--- src/rtl/rv_pkg.sv ---
// Shared RISC-V core definitions: widths, major opcode values seen by the
// control unit, and the fetch-stage state encoding.
package rv_pkg;

    localparam int unsigned XLEN = 32;
    localparam int unsigned ILEN = 32;

    localparam logic [4:0] OPCODE_LOAD    = 5'b00000;
    localparam logic [4:0] OPCODE_STORE   = 5'b01000;
    localparam logic [4:0] OPCODE_BRANCH  = 5'b11000;
    localparam logic [4:0] OPCODE_JALR    = 5'b11001;
    localparam logic [4:0] OPCODE_JAL     = 5'b11011;
    localparam logic [4:0] OPCODE_ARITH_I = 5'b00100;
    localparam logic [4:0] OPCODE_ARITH_R = 5'b01100;
    localparam logic [4:0] OPCODE_AUIPC   = 5'b00101;
    localparam logic [4:0] OPCODE_LUI     = 5'b01101;
    localparam logic [4:0] OPCODE_SYSTEM  = 5'b11100;
    localparam logic [4:0] OPCODE_CUSTOM  = 5'b00010;

    typedef enum logic [1:0] {
        ST_BOOT  = 2'd0,
        ST_RUN   = 2'd1,
        ST_DRAIN = 2'd2
    } fetch_state_e;

endpackage

--- src/rtl/fetch_buffer.sv ---
// Small synchronous FIFO with flush; the head entry is visible combinationally
// so the consumer can use it in the same cycle it pops.
module fetch_buffer #(
    parameter int unsigned WIDTH = rv_pkg::ILEN + rv_pkg::XLEN,
    parameter int unsigned DEPTH = 2
) (
    input  logic                     clk,
    input  logic                     rst_n,
    input  logic                     push_i,
    input  logic                     pop_i,
    input  logic                     flush_i,
    input  logic [WIDTH-1:0]         wdata_i,
    output logic [WIDTH-1:0]         rdata_o,
    output logic [$clog2(DEPTH):0]   count_o
);

    localparam int unsigned AW = $clog2(DEPTH);
    localparam int unsigned CW = AW + 1;

    logic [WIDTH-1:0] mem_q [DEPTH];
    logic [AW-1:0]    wr_ptr_q;
    logic [AW-1:0]    rd_ptr_q;
    logic [CW-1:0]    count_q;
    logic             full;
    logic             do_push;
    logic             do_pop;

    assign full    = (count_q == CW'(DEPTH));
    assign do_pop  = pop_i && (count_q != '0);
    assign do_push = push_i && !flush_i && (!full || do_pop);

    always_ff @(posedge clk or negedge rst_n) begin
        if (!rst_n) begin
            wr_ptr_q <= '0;
            rd_ptr_q <= '0;
            count_q  <= '0;
        end else if (flush_i) begin
            wr_ptr_q <= '0;
            rd_ptr_q <= '0;
            count_q  <= '0;
        end else begin
            if (do_push) begin
                wr_ptr_q <= wr_ptr_q + AW'(1);
            end
            if (do_pop) begin
                rd_ptr_q <= rd_ptr_q + AW'(1);
            end
            count_q <= count_q + CW'(do_push) - CW'(do_pop);
        end
    end

    // Storage needs no reset: entries are only observed while counted valid.
    always_ff @(posedge clk) begin
        if (do_push) begin
            mem_q[wr_ptr_q] <= wdata_i;
        end
    end

    assign rdata_o = mem_q[rd_ptr_q];
    assign count_o = count_q;

    a_no_overflow: assert property (@(posedge clk) disable iff (!rst_n)
        !(push_i && !flush_i && full && !pop_i));

endmodule

--- src/rtl/if_stage.sv ---
// Instruction fetch stage: owns the PC, limits outstanding requests to buffer
// credit, tags returned words with their PC and discards stale words on redirect.
module if_stage #(
    parameter int unsigned     XLEN     = rv_pkg::XLEN,
    parameter logic [XLEN-1:0] RESET_PC = '0,
    parameter int unsigned     DEPTH    = 2
) (
    input  logic            clk,
    input  logic            rst_n,
    output logic            imem_req_valid,
    input  logic            imem_req_ready,
    output logic [XLEN-1:0] imem_addr,
    input  logic            imem_rsp_valid,
    input  logic [31:0]     imem_rsp_data,
    input  logic            redirect_valid,
    input  logic [XLEN-1:0] redirect_pc,
    output logic            id_valid,
    input  logic            id_ready,
    output logic [31:0]     id_instr,
    output logic [XLEN-1:0] id_pc,
    output logic [4:0]      id_opcode,
    output logic            id_illegal
);

    import rv_pkg::*;

    localparam int unsigned CW = $clog2(DEPTH) + 1;
    localparam int unsigned BW = ILEN + XLEN;

    fetch_state_e    state_q, state_d;
    logic [XLEN-1:0] pc_q, pc_d;
    logic [CW-1:0]   inflight_q, inflight_d;
    logic [CW-1:0]   discard_q, discard_d;

    logic [CW-1:0]   buf_count;
    logic [BW-1:0]   buf_head;
    logic [CW-1:0]   pcq_count;
    logic [XLEN-1:0] pcq_head;
    logic [CW:0]     credit_used;
    logic            req_fire;
    logic            rsp_fire;
    logic            rsp_drop;
    logic            buf_push;
    logic            id_pop;

    // Responses only count while something is outstanding, so words that
    // straggle in after a reset are ignored.
    assign req_fire = imem_req_valid && imem_req_ready;
    assign rsp_fire = imem_rsp_valid && (inflight_q != '0);
    assign rsp_drop = rsp_fire && ((discard_q != '0) || redirect_valid);
    assign buf_push = rsp_fire && !rsp_drop;
    assign id_pop   = id_valid && id_ready;

    assign credit_used    = {1'b0, inflight_q} + {1'b0, buf_count} - {{CW{1'b0}}, id_pop};
    assign imem_req_valid = (state_q == ST_RUN) && (credit_used < (CW+1)'(DEPTH));
    assign imem_addr      = pc_q;
    assign inflight_d     = inflight_q + CW'(req_fire) - CW'(rsp_fire);

    always_comb begin
        state_d   = state_q;
        pc_d      = pc_q;
        discard_d = discard_q;

        if (req_fire) begin
            pc_d = pc_q + XLEN'(4);
        end
        if (rsp_fire && (discard_q != '0)) begin
            discard_d = discard_q - CW'(1);
        end

        case (state_q)
            ST_BOOT:  state_d = ST_RUN;
            ST_RUN:   state_d = ST_RUN;
            ST_DRAIN: state_d = (discard_d == '0) ? ST_RUN : ST_DRAIN;
            default:  state_d = ST_RUN;
        endcase

        // A redirect while draining only retargets the PC; the discard
        // count already covers everything still outstanding.
        if (redirect_valid) begin
            pc_d = {redirect_pc[XLEN-1:2], 2'b00};
            if (state_q != ST_DRAIN) begin
                discard_d = inflight_d;
                state_d   = (inflight_d != '0) ? ST_DRAIN : ST_RUN;
            end
        end
    end

    always_ff @(posedge clk or negedge rst_n) begin
        if (!rst_n) begin
            state_q    <= ST_BOOT;
            pc_q       <= RESET_PC;
            inflight_q <= '0;
            discard_q  <= '0;
        end else begin
            state_q    <= state_d;
            pc_q       <= pc_d;
            inflight_q <= inflight_d;
            discard_q  <= discard_d;
        end
    end

    fetch_buffer #(
        .WIDTH (XLEN),
        .DEPTH (DEPTH)
    ) u_pc_queue (
        .clk     (clk),
        .rst_n   (rst_n),
        .push_i  (req_fire),
        .pop_i   (rsp_fire),
        .flush_i (1'b0),
        .wdata_i (pc_q),
        .rdata_o (pcq_head),
        .count_o (pcq_count)
    );

    fetch_buffer #(
        .WIDTH (BW),
        .DEPTH (DEPTH)
    ) u_instr_buf (
        .clk     (clk),
        .rst_n   (rst_n),
        .push_i  (buf_push),
        .pop_i   (id_pop),
        .flush_i (redirect_valid),
        .wdata_i ({imem_rsp_data, pcq_head}),
        .rdata_o (buf_head),
        .count_o (buf_count)
    );

    assign id_valid   = (buf_count != '0);
    assign id_instr   = id_valid ? buf_head[XLEN +: ILEN] : '0;
    assign id_pc      = id_valid ? buf_head[XLEN-1:0] : '0;
    assign id_opcode  = id_instr[6:2];
    assign id_illegal = id_valid && (id_instr[1:0] != 2'b11);

    a_pc_queue_tracks_inflight: assert property (@(posedge clk) disable iff (!rst_n)
        pcq_count == inflight_q);

endmodule
--- config.mk ---
export PLATFORM = sky130hd
export DESIGN_NAME = if_stage
export DESIGN_NICKNAME = d
export VERILOG_FILES = /design/src/rtl/rv_pkg.sv /design/src/rtl/fetch_buffer.sv /design/src/rtl/if_stage.sv
export SDC_FILE = /design/constraint.sdc
export NUM_CORES = 1
export LEC_CHECK = 0
export ABC_CLOCK_PERIOD_IN_PS = 4150
export BUFFER_PORTS_ARGS = -buffer_cell sky130_fd_sc_hd__buf_2
export CAP_MARGIN = 20
export CELL_PAD_IN_SITES_DETAIL_PLACEMENT = 1
export CELL_PAD_IN_SITES_GLOBAL_PLACEMENT = 2
export CORE_MARGIN = 2
export CORE_UTILIZATION = 36
export DETAILED_ROUTE_END_ITERATION = 10
export PLACE_DENSITY = 0.77
export SLEW_MARGIN = 20
export SYNTH_ARGS = -nofsm -noshare
export SYNTH_HDL_FRONTEND = slang
export SYNTH_HIERARCHICAL = 1
export SYNTH_SLANG_ARGS = --single-unit
--- constraint.sdc ---
create_clock -name clk -period 4.15 [get_ports clk]
set_input_delay 0.2075 -clock clk [delete_from_list [all_inputs] [get_ports clk]]
set_output_delay 0.2075 -clock clk [all_outputs]
set_load 0.01 [all_outputs]
# [Yosys cells after proc, flatten, opt, wreduce, memory -nomap -nowiden]
# Memory sizes are Yosys's and may differ from the RTL's.
# Index checks and enable logic that the tools add are counted.
[word_totals] regBits=46 ramBits=192 inputBits=70 out_inout_bits=104 elab_cells=83 memories=2
[mem_list] memory="u_instr_buf.mem_q" words=2 word_bits=64 rd=1 rd_clocked_by_memory_dff=0 write_ports=1 line="fetch_buffer.sv:20" source="logic [WIDTH-1:0] mem_q [DEPTH];"
[mem_list] memory="u_pc_queue.mem_q" words=2 word_bits=32 rd=1 rd_clocked_by_memory_dff=0 write_ports=1 line="fetch_buffer.sv:20"
[classes] addsub=14 n_lt_le_gt_ge=1 n_eq_ne=6 n_mux=21 reduce_logical=29
[ops] operator="32-bit 2-to-1 mux" count=4
[ops] operator="32-bit by 3-bit adder with 32-bit output (second input constant)" count=1
[ops] operator="2-bit 2-to-1 mux" count=9
[ops] operator="2-bit nonzero test" count=8
[ops] operator="1-bit logical AND" count=13
[ops] operator="1-bit 2-to-1 mux" count=8
[ops] operator="2-bit by 1-bit adder with 2-bit output" count=3
[ops] operator="2-bit equality test (second input constant)" count=3
[ops] operator="2-bit by 1-bit subtractor with 2-bit output" count=3
[ops] operator="1-bit adder (second input constant)" count=4
[ops] operator="1-bit zero test" count=4
[ops] operator="2-bit inequality test (second input constant)" count=2
[ops] operator="2-bit by 2-bit adder with 3-bit output" count=1
[ops] operator="1-bit logical OR" count=3
[ops] operator="3-bit by 2-bit < comparator with 1-bit output (second input constant)" count=1
[ops] operator="3-bit by 1-bit subtractor with 3-bit output" count=1
[ops] operator="2-bit by 1-bit equality test with 1-bit output (second input constant)" count=1
[ops] operator="2-bit zero test" count=1
[ops] operator="2-bit by 1-bit subtractor with 2-bit output (second input constant)" count=1

# [Logic depth before layout (Yosys ltp)]
[depth] depth_word=12 depth_mapped=16

# [Cells and area by module]
# Netlist, hierarchy kept.
[modules_own_cells] module="fetch_buffer (u_instr_buf)" n_inst=1 cells_per_inst=220 area_per_inst_um2=4839.6
[modules_own_cells] module="if_stage" n_inst=1 cells_per_inst=315 area_per_inst_um2=2710.1
[modules_own_cells] module="fetch_buffer (u_pc_queue)" n_inst=1 cells_per_inst=121 area_per_inst_um2=2529.9

# [Worst setup path after synthesis]
# No wires, ideal clock.
[synth_path] kind="register to register" from="register u_instr_buf.count_q[1], in the netlist u_instr_buf/count_o[1]" to="memory u_instr_buf/mem_q[0][0] in the netlist's numbering (enable)" setup_ns=0.487 arrival_time_ns=3.921 t_required_ns=3.663 path_slack_ns=-0.258 stages_incl_launch_ff=8 period_less_slack_ns=4.408 cell_sequence="dfrtp_1 > inv_1 > nand2_1 > buf_1 > and2_1 > or3b_1 > nand3b_1 > nor2_1"
[synth_between] elab_chain_cells=7 word_cells_on_any_way=9 classes_between="1 x eq/ne; 2 x mux; 6 x reduce/logical"
[synth_rtl] element="from (decl)" line="fetch_buffer.sv:23" source="logic [CW-1:0] count_q;"
[synth_rtl] element="from (signal assigned)" line="fetch_buffer.sv:48" source="count_q <= count_q + CW'(do_push) - CW'(do_pop);"
[synth_rtl] element="2-bit nonzero test" line="if_stage.sv:131" source="assign id_valid = (buf_count != '0);"
[synth_rtl] element="1-bit logical AND" line="if_stage.sv:52" source="assign id_pop = id_valid && id_ready;"
[synth_rtl] element="net id_pop" line="if_stage.sv:44" source="logic id_pop;"
[synth_rtl] element="1-bit logical AND" line="fetch_buffer.sv:29" source="assign do_pop = pop_i && (count_q != '0);"
[synth_rtl] element="1-bit logical OR" line="fetch_buffer.sv:30" source="assign do_push = push_i && !flush_i && (!full || do_pop);"
[synth_rtl] element="1-bit logical AND" line="fetch_buffer.sv:30"
[synth_rtl] element="1-bit 2-to-1 mux" line="fetch_buffer.sv:54" source="if (do_push) begin"
[synth_rtl] element="1-bit 2-to-1 mux (implied by the code)" line="fetch_buffer.sv:55" source="mem_q[wr_ptr_q] <= wdata_i;"
[synth_rtl] element="to (decl)" line="fetch_buffer.sv:20"
# The timed path passes the listed nets, and every way through them passes these cells.

# [Worst setup path after layout]
[layout_path] from="register u_instr_buf.count_q[1], in the netlist u_instr_buf/count_o[1]" to="register state_q[0]"
[layout_between] elab_chain_cells=12 word_cells_on_any_way=13 classes_between="4 x add/sub; 1 x order compare; 3 x mux; 5 x reduce/logical"
[layout_rtl] element="2-bit nonzero test" line="if_stage.sv:131"
[layout_rtl] element="1-bit logical AND" line="if_stage.sv:52"
[layout_rtl] element="net id_pop" line="if_stage.sv:44"
[layout_rtl] element="3-bit by 1-bit subtractor with 3-bit output" line="if_stage.sv:54" source="assign credit_used = {1'b0, inflight_q} + {1'b0, buf_count} - {{CW{1'b0}}, id_pop};"
[layout_rtl] element="3-bit by 2-bit < comparator with 1-bit output" line="if_stage.sv:55" source="assign imem_req_valid = (state_q == ST_RUN) && (credit_used < (CW+1)'(DEPTH));"
[layout_rtl] element="1-bit logical AND" line="if_stage.sv:55"
[layout_rtl] element="1-bit logical AND" line="if_stage.sv:48" source="assign req_fire = imem_req_valid && imem_req_ready;"
[layout_rtl] element="2-bit by 1-bit adder with 2-bit output" line="if_stage.sv:57" source="assign inflight_d = inflight_q + CW'(req_fire) - CW'(rsp_fire);"
[layout_rtl] element="2-bit by 1-bit subtractor with 2-bit output" line="if_stage.sv:57"
[layout_rtl] element="net inflight_d[1]" line="if_stage.sv:32" source="logic [CW-1:0] inflight_q, inflight_d;"
[layout_rtl] element="2-bit nonzero test" line="if_stage.sv:84" source="state_d = (inflight_d != '0) ? ST_DRAIN : ST_RUN;"
[layout_rtl] element="2-bit 2-to-1 mux" line="if_stage.sv:84"
[layout_rtl] element="2-bit 2-to-1 mux" line="if_stage.sv:82" source="if (state_q != ST_DRAIN) begin"
[layout_rtl] element="2-bit 2-to-1 mux" line="if_stage.sv:80" source="if (redirect_valid) begin"
[layout_rtl] element="net state_d[0]" line="if_stage.sv:30" source="fetch_state_e state_q, state_d;"
[layout_rtl] element="to (signal assigned)" line="if_stage.sv:96" source="state_q <= state_d;"
[layout_rtl] element="to (decl)" line="if_stage.sv:30"
# The timed path passes the listed nets, and every way through them passes these cells.
# A chain may end at the register's enable or synchronous reset.

==> impl_results.md <==
- Status: finished, final reports clean
- Final ANT Viol Nets: 0
- DRT iter0 DRCs: between 200 and 300
- Comb pwr share: about an eighth
- Post-DP HPWL: ~15000 um
- Pin count of the biggest net entering global routing: between 60 and 70
- Max incr delay on CP: between 500 and 600 ps
- IR drop worst, VDD: 0.0002410 V
- Initial antenna violation count: 2
- Setup TNS: 0 ps
- CP arrival: ~4000 ps
- Synthesized flop and latch total: roughly 240
- Setup repair bufs after CTS: 0
- CP cell instances: inv_1 > nand2_2 > and2_1 > ha_1 > nand2b_1 > fa_1 > and4b_1 > nand2_2 > ha_1 > inv_1 > ha_1 > xnor2_1 > xnor2_1 > o21ai_0 > mux2_2
- Ys async rst share: about a fifth
- Mapped Avg Cell Area: between 15 and 20 sq um
- Max Root-Sink Buffers: 3
- Hold depth: 3
- Post-CTS sizing: 0
- Hold Path Class: in2reg
- # port buffers: about 170
- Ys Warns: 6
- Grt ovf: 0
- Starting Density: 36.38%
- Critical Path Fanout Max: 4
- Least-Margin Pin Slew: 984.5 ps
- Total GRT Usage: between 10% and 20%
- CTS Buf Count: 26
- Final Setup Violations: 0
- Cell Area, Synth: approximately 10000 sq um
- Final-report max-slew violation count: 0
- Most used cell, CP: ha_1
- Psw: about 1.4 mW
- Fin Hold WS: approximately 20 ps
- Post-placement cell count: 1192
- Register share of total power: between 40% and 50%
- FMAX: roughly 0.28 GHz
- Total Wirelength: around 23000 um
- CTS Hold Bufs: 61
- Fin crit share: between 80% and 90%
- Critical path type: reg2reg
- Pwr per Cell Area: roughly 450 nW/um^2
- Share of layout cells above drive strength 1: between 30 and 40%
- H-Tree Depth: 1
- Finished Layout Cells: 1303
- RR Endpoint: state_q[0]
- Fin crit period: 3590 ps
- RSZ-0062 raised after global routing: no
- RR Startpoint: u_instr_buf/count_o[1]
- Top area cells in the synthesized netlist: edfxtp_1, mux2_2, dfrtp_1
- Post-synthesis sequential area ratio: around two thirds
- Area of the core: around 28000 sq um
- Cell internal pwr: between 4 and 5 mW
- Max Cap Viol: 0
- Normalized max-slew margin: 34.37%
- Switch share: about a quarter
- I/O pin count: roughly 170
- GPL Wtd Cong: 0.7372
- Hold path startpoint: redirect_pc[29]
- Clock latency at the later pin of the worst-skew pair: 520 ps
- Nets: slightly below 1000
- Post-synth top area share: 57.20%
- Setup crit start kind: flop
- WHS Endpoint: imem_addr[29]
- First-pass iteration count of the detailed router: 4
- R2r setup slk: ~560 ps
- WL/cell: around 18 um
- Fill cells: about 2800
- Layout area overhead: 27.30%
- Power share of the clock group: 36.9%
- DR vias: 6070
- First-pass GRT wire length: around 36000 um
- Worst Skew: about 23 ps
- DIE AREA: about 30000 sq um
- Largest area contributor in the synthesized netlist: edfxtp_1
- Hold Vio Cnt, Final: 0
- Vias in the first global route: approximately 6400
- Post-synth cell types: 50
- Worst R2R Path Depth: 15
- CTS tree: done
- Slowest cell on crit path: fa_1
- Vias/cell: between 4 and 5
- CTS Sinks: between 200 and 250
- Rows: between 60 and 70
- Remaining DRCs: 0
- Worst Setup End Kind: flop
- Clock root buffer master: clkbuf_16
- CTS clk-pin slew, worst paths: roughly 60 ps
- Number of synthesized flops with an enable pin: about 190
- Die Y: around 170 um
- Pleak: around 5 nW
- Synthesized instance count: between 600 and 700
- WP data required: approximately 4600 ps
- Prevailing post-synth register cell: edfxtp_1
- Die Wd: approximately 170 um
[kinds of logic after synthesis]
logic type | Yosys count | synth area share [%]
AO/OA/AOI/OAI | 40 | 2.483
XOR/XNOR | 38 | 3.302
adder cells (fa/ha/maj) | 11 | 1.440
buffers and inverters | 44 | 2.172
flip-flops | 236 | 68.12
multiplexers | 104 | 11.58
other | 1 | 0.03720
AND/OR/NAND/NOR | 182 | 10.86
[flip-flops by register name, summed over array words and instances, names as in the netlist]
name and cells:
u_pc_queue/wr_ptr_q 1, u_pc_queue/rd_ptr_q 1, imem_addr 30, u_pc_queue/count_o 2, u_instr_buf/wr_ptr_q 1, discard_q 2
u_instr_buf/count_o 2, inflight_q 2, u_instr_buf/rd_ptr_q 1, state_q 2, u_pc_queue/mem_q 64, u_instr_buf/mem_q 128
[placed cells by master (no fill, tap or decap), types with 5 or more instances in the layout]
cell type / count
and2_1: 68
and3_1: 6
buf_2: 169
buf_4: 8
clkbuf_1: 11
clkbuf_16: 27
clkinv_1: 5
conb_1: 11
dfrtp_1: 42
dlygate4sd3_1: 61
edfxtp_1: 192
ha_1: 10
inv_1: 11
mux2_2: 101
nand2_1: 35
nand3_1: 15
nand4_1: 5
nor2_1: 12
nor3_1: 5
o21ai_0: 15
o21ai_1: 12
xnor2_1: 22
xor2_1: 16
[how the worst max path moves through the flow]
| stage | cells after the start | start | to |
|---|---|---|---|
| global route | 15 | u_instr_buf/count_o[1] | state_q[0] |
| CTS | 15 | u_instr_buf/count_o[1] | state_q[0] |
| global placement | 15 | u_instr_buf/count_o[1] | state_q[0] |
| floorplan | 7 | u_instr_buf/count_o[1] | u_instr_buf/mem_q[0][0] |
| finish | 15 | u_instr_buf/count_o[1] | state_q[0] |
| detailed placement | 15 | u_instr_buf/count_o[1] | state_q[0] |
[routing by layer]
metal / vias to the layer above / wire length (um) / track usage, % / part of all wire, %
met5: - / 0 / 0 / 0
met4: 0 / 490 / 4.422 / 2.1
met3: 39 / 1180 / 2.922 / 5.1
met2: 142 / 11640 / 28.26 / 50
met1: 3006 / 10020 / 19.58 / 43
li1: 2883 / - / - / -
[through the flow]
stage               total power, mW  cell area (sq um)  util [%]  setup slack, ps
finish                        5.750              12830     46.31            559.8
global route                  6.009              12830     46.30            342.9
CTS                           5.837              12830     46.29            528.6
detailed placement            3.641              11420     41.22            549.5
global placement              3.606              11420     41.22            656.4
floorplan                     3.357              10120         -           -258.0
[Yosys cell counts, drive strengths merged (3+ instances only)]
master	n
and3	6
nor2	16
buf	20
nand4	7
nand2	37
xnor2	22
xor2	16
clkbuf	12
mux2i	3
inv	12
mux2	101
ha	10
o21a	4
nand2b	4
nor3	10
o21ai	27
nand3	17
dfrtp	44
edfxtp	192
and2	68
nor4	3
[power groups by stage]
stage	logic (mW)	clock network [mW]	registers [mW]
floorplan	0.490	0	2.87
detailed placement	0.721	0	2.92
global placement	0.693	0	2.91
global route	0.841	2.27	2.89
finish	0.758	2.12	2.87
CTS	0.773	2.19	2.87
[worst max-delay path: cells and delay by family (launching register included)]
family	cells	cell delay, ps
adders and majority gates	4	1290
AOI/OAI and AO/OA	1	150
xor gates and xnor gates	2	390
muxes	1	310
buffers and inverters	2	180
DFF	1	410
and+or+nand+nor	5	770
[final cells by class]
cell class | count | area (sq um) | area share, %
Sequential cell | 236 | 6872 | 53.55
Multi-Input combinational cell | 386 | 3064 | 23.88
Tap cell | 378 | 473.0 | 3.686
Inverter | 12 | 45.04 | 0.3510
Clock buffer | 42 | 772.0 | 6.017
Timing Repair Buffer | 241 | 1577 | 12.29
Clock inverter | 6 | 23.77 | 0.1853
Antenna cell | 2 | 5.005 | 0.03901
No activity file was read; power rests on OpenSTA's default activity.
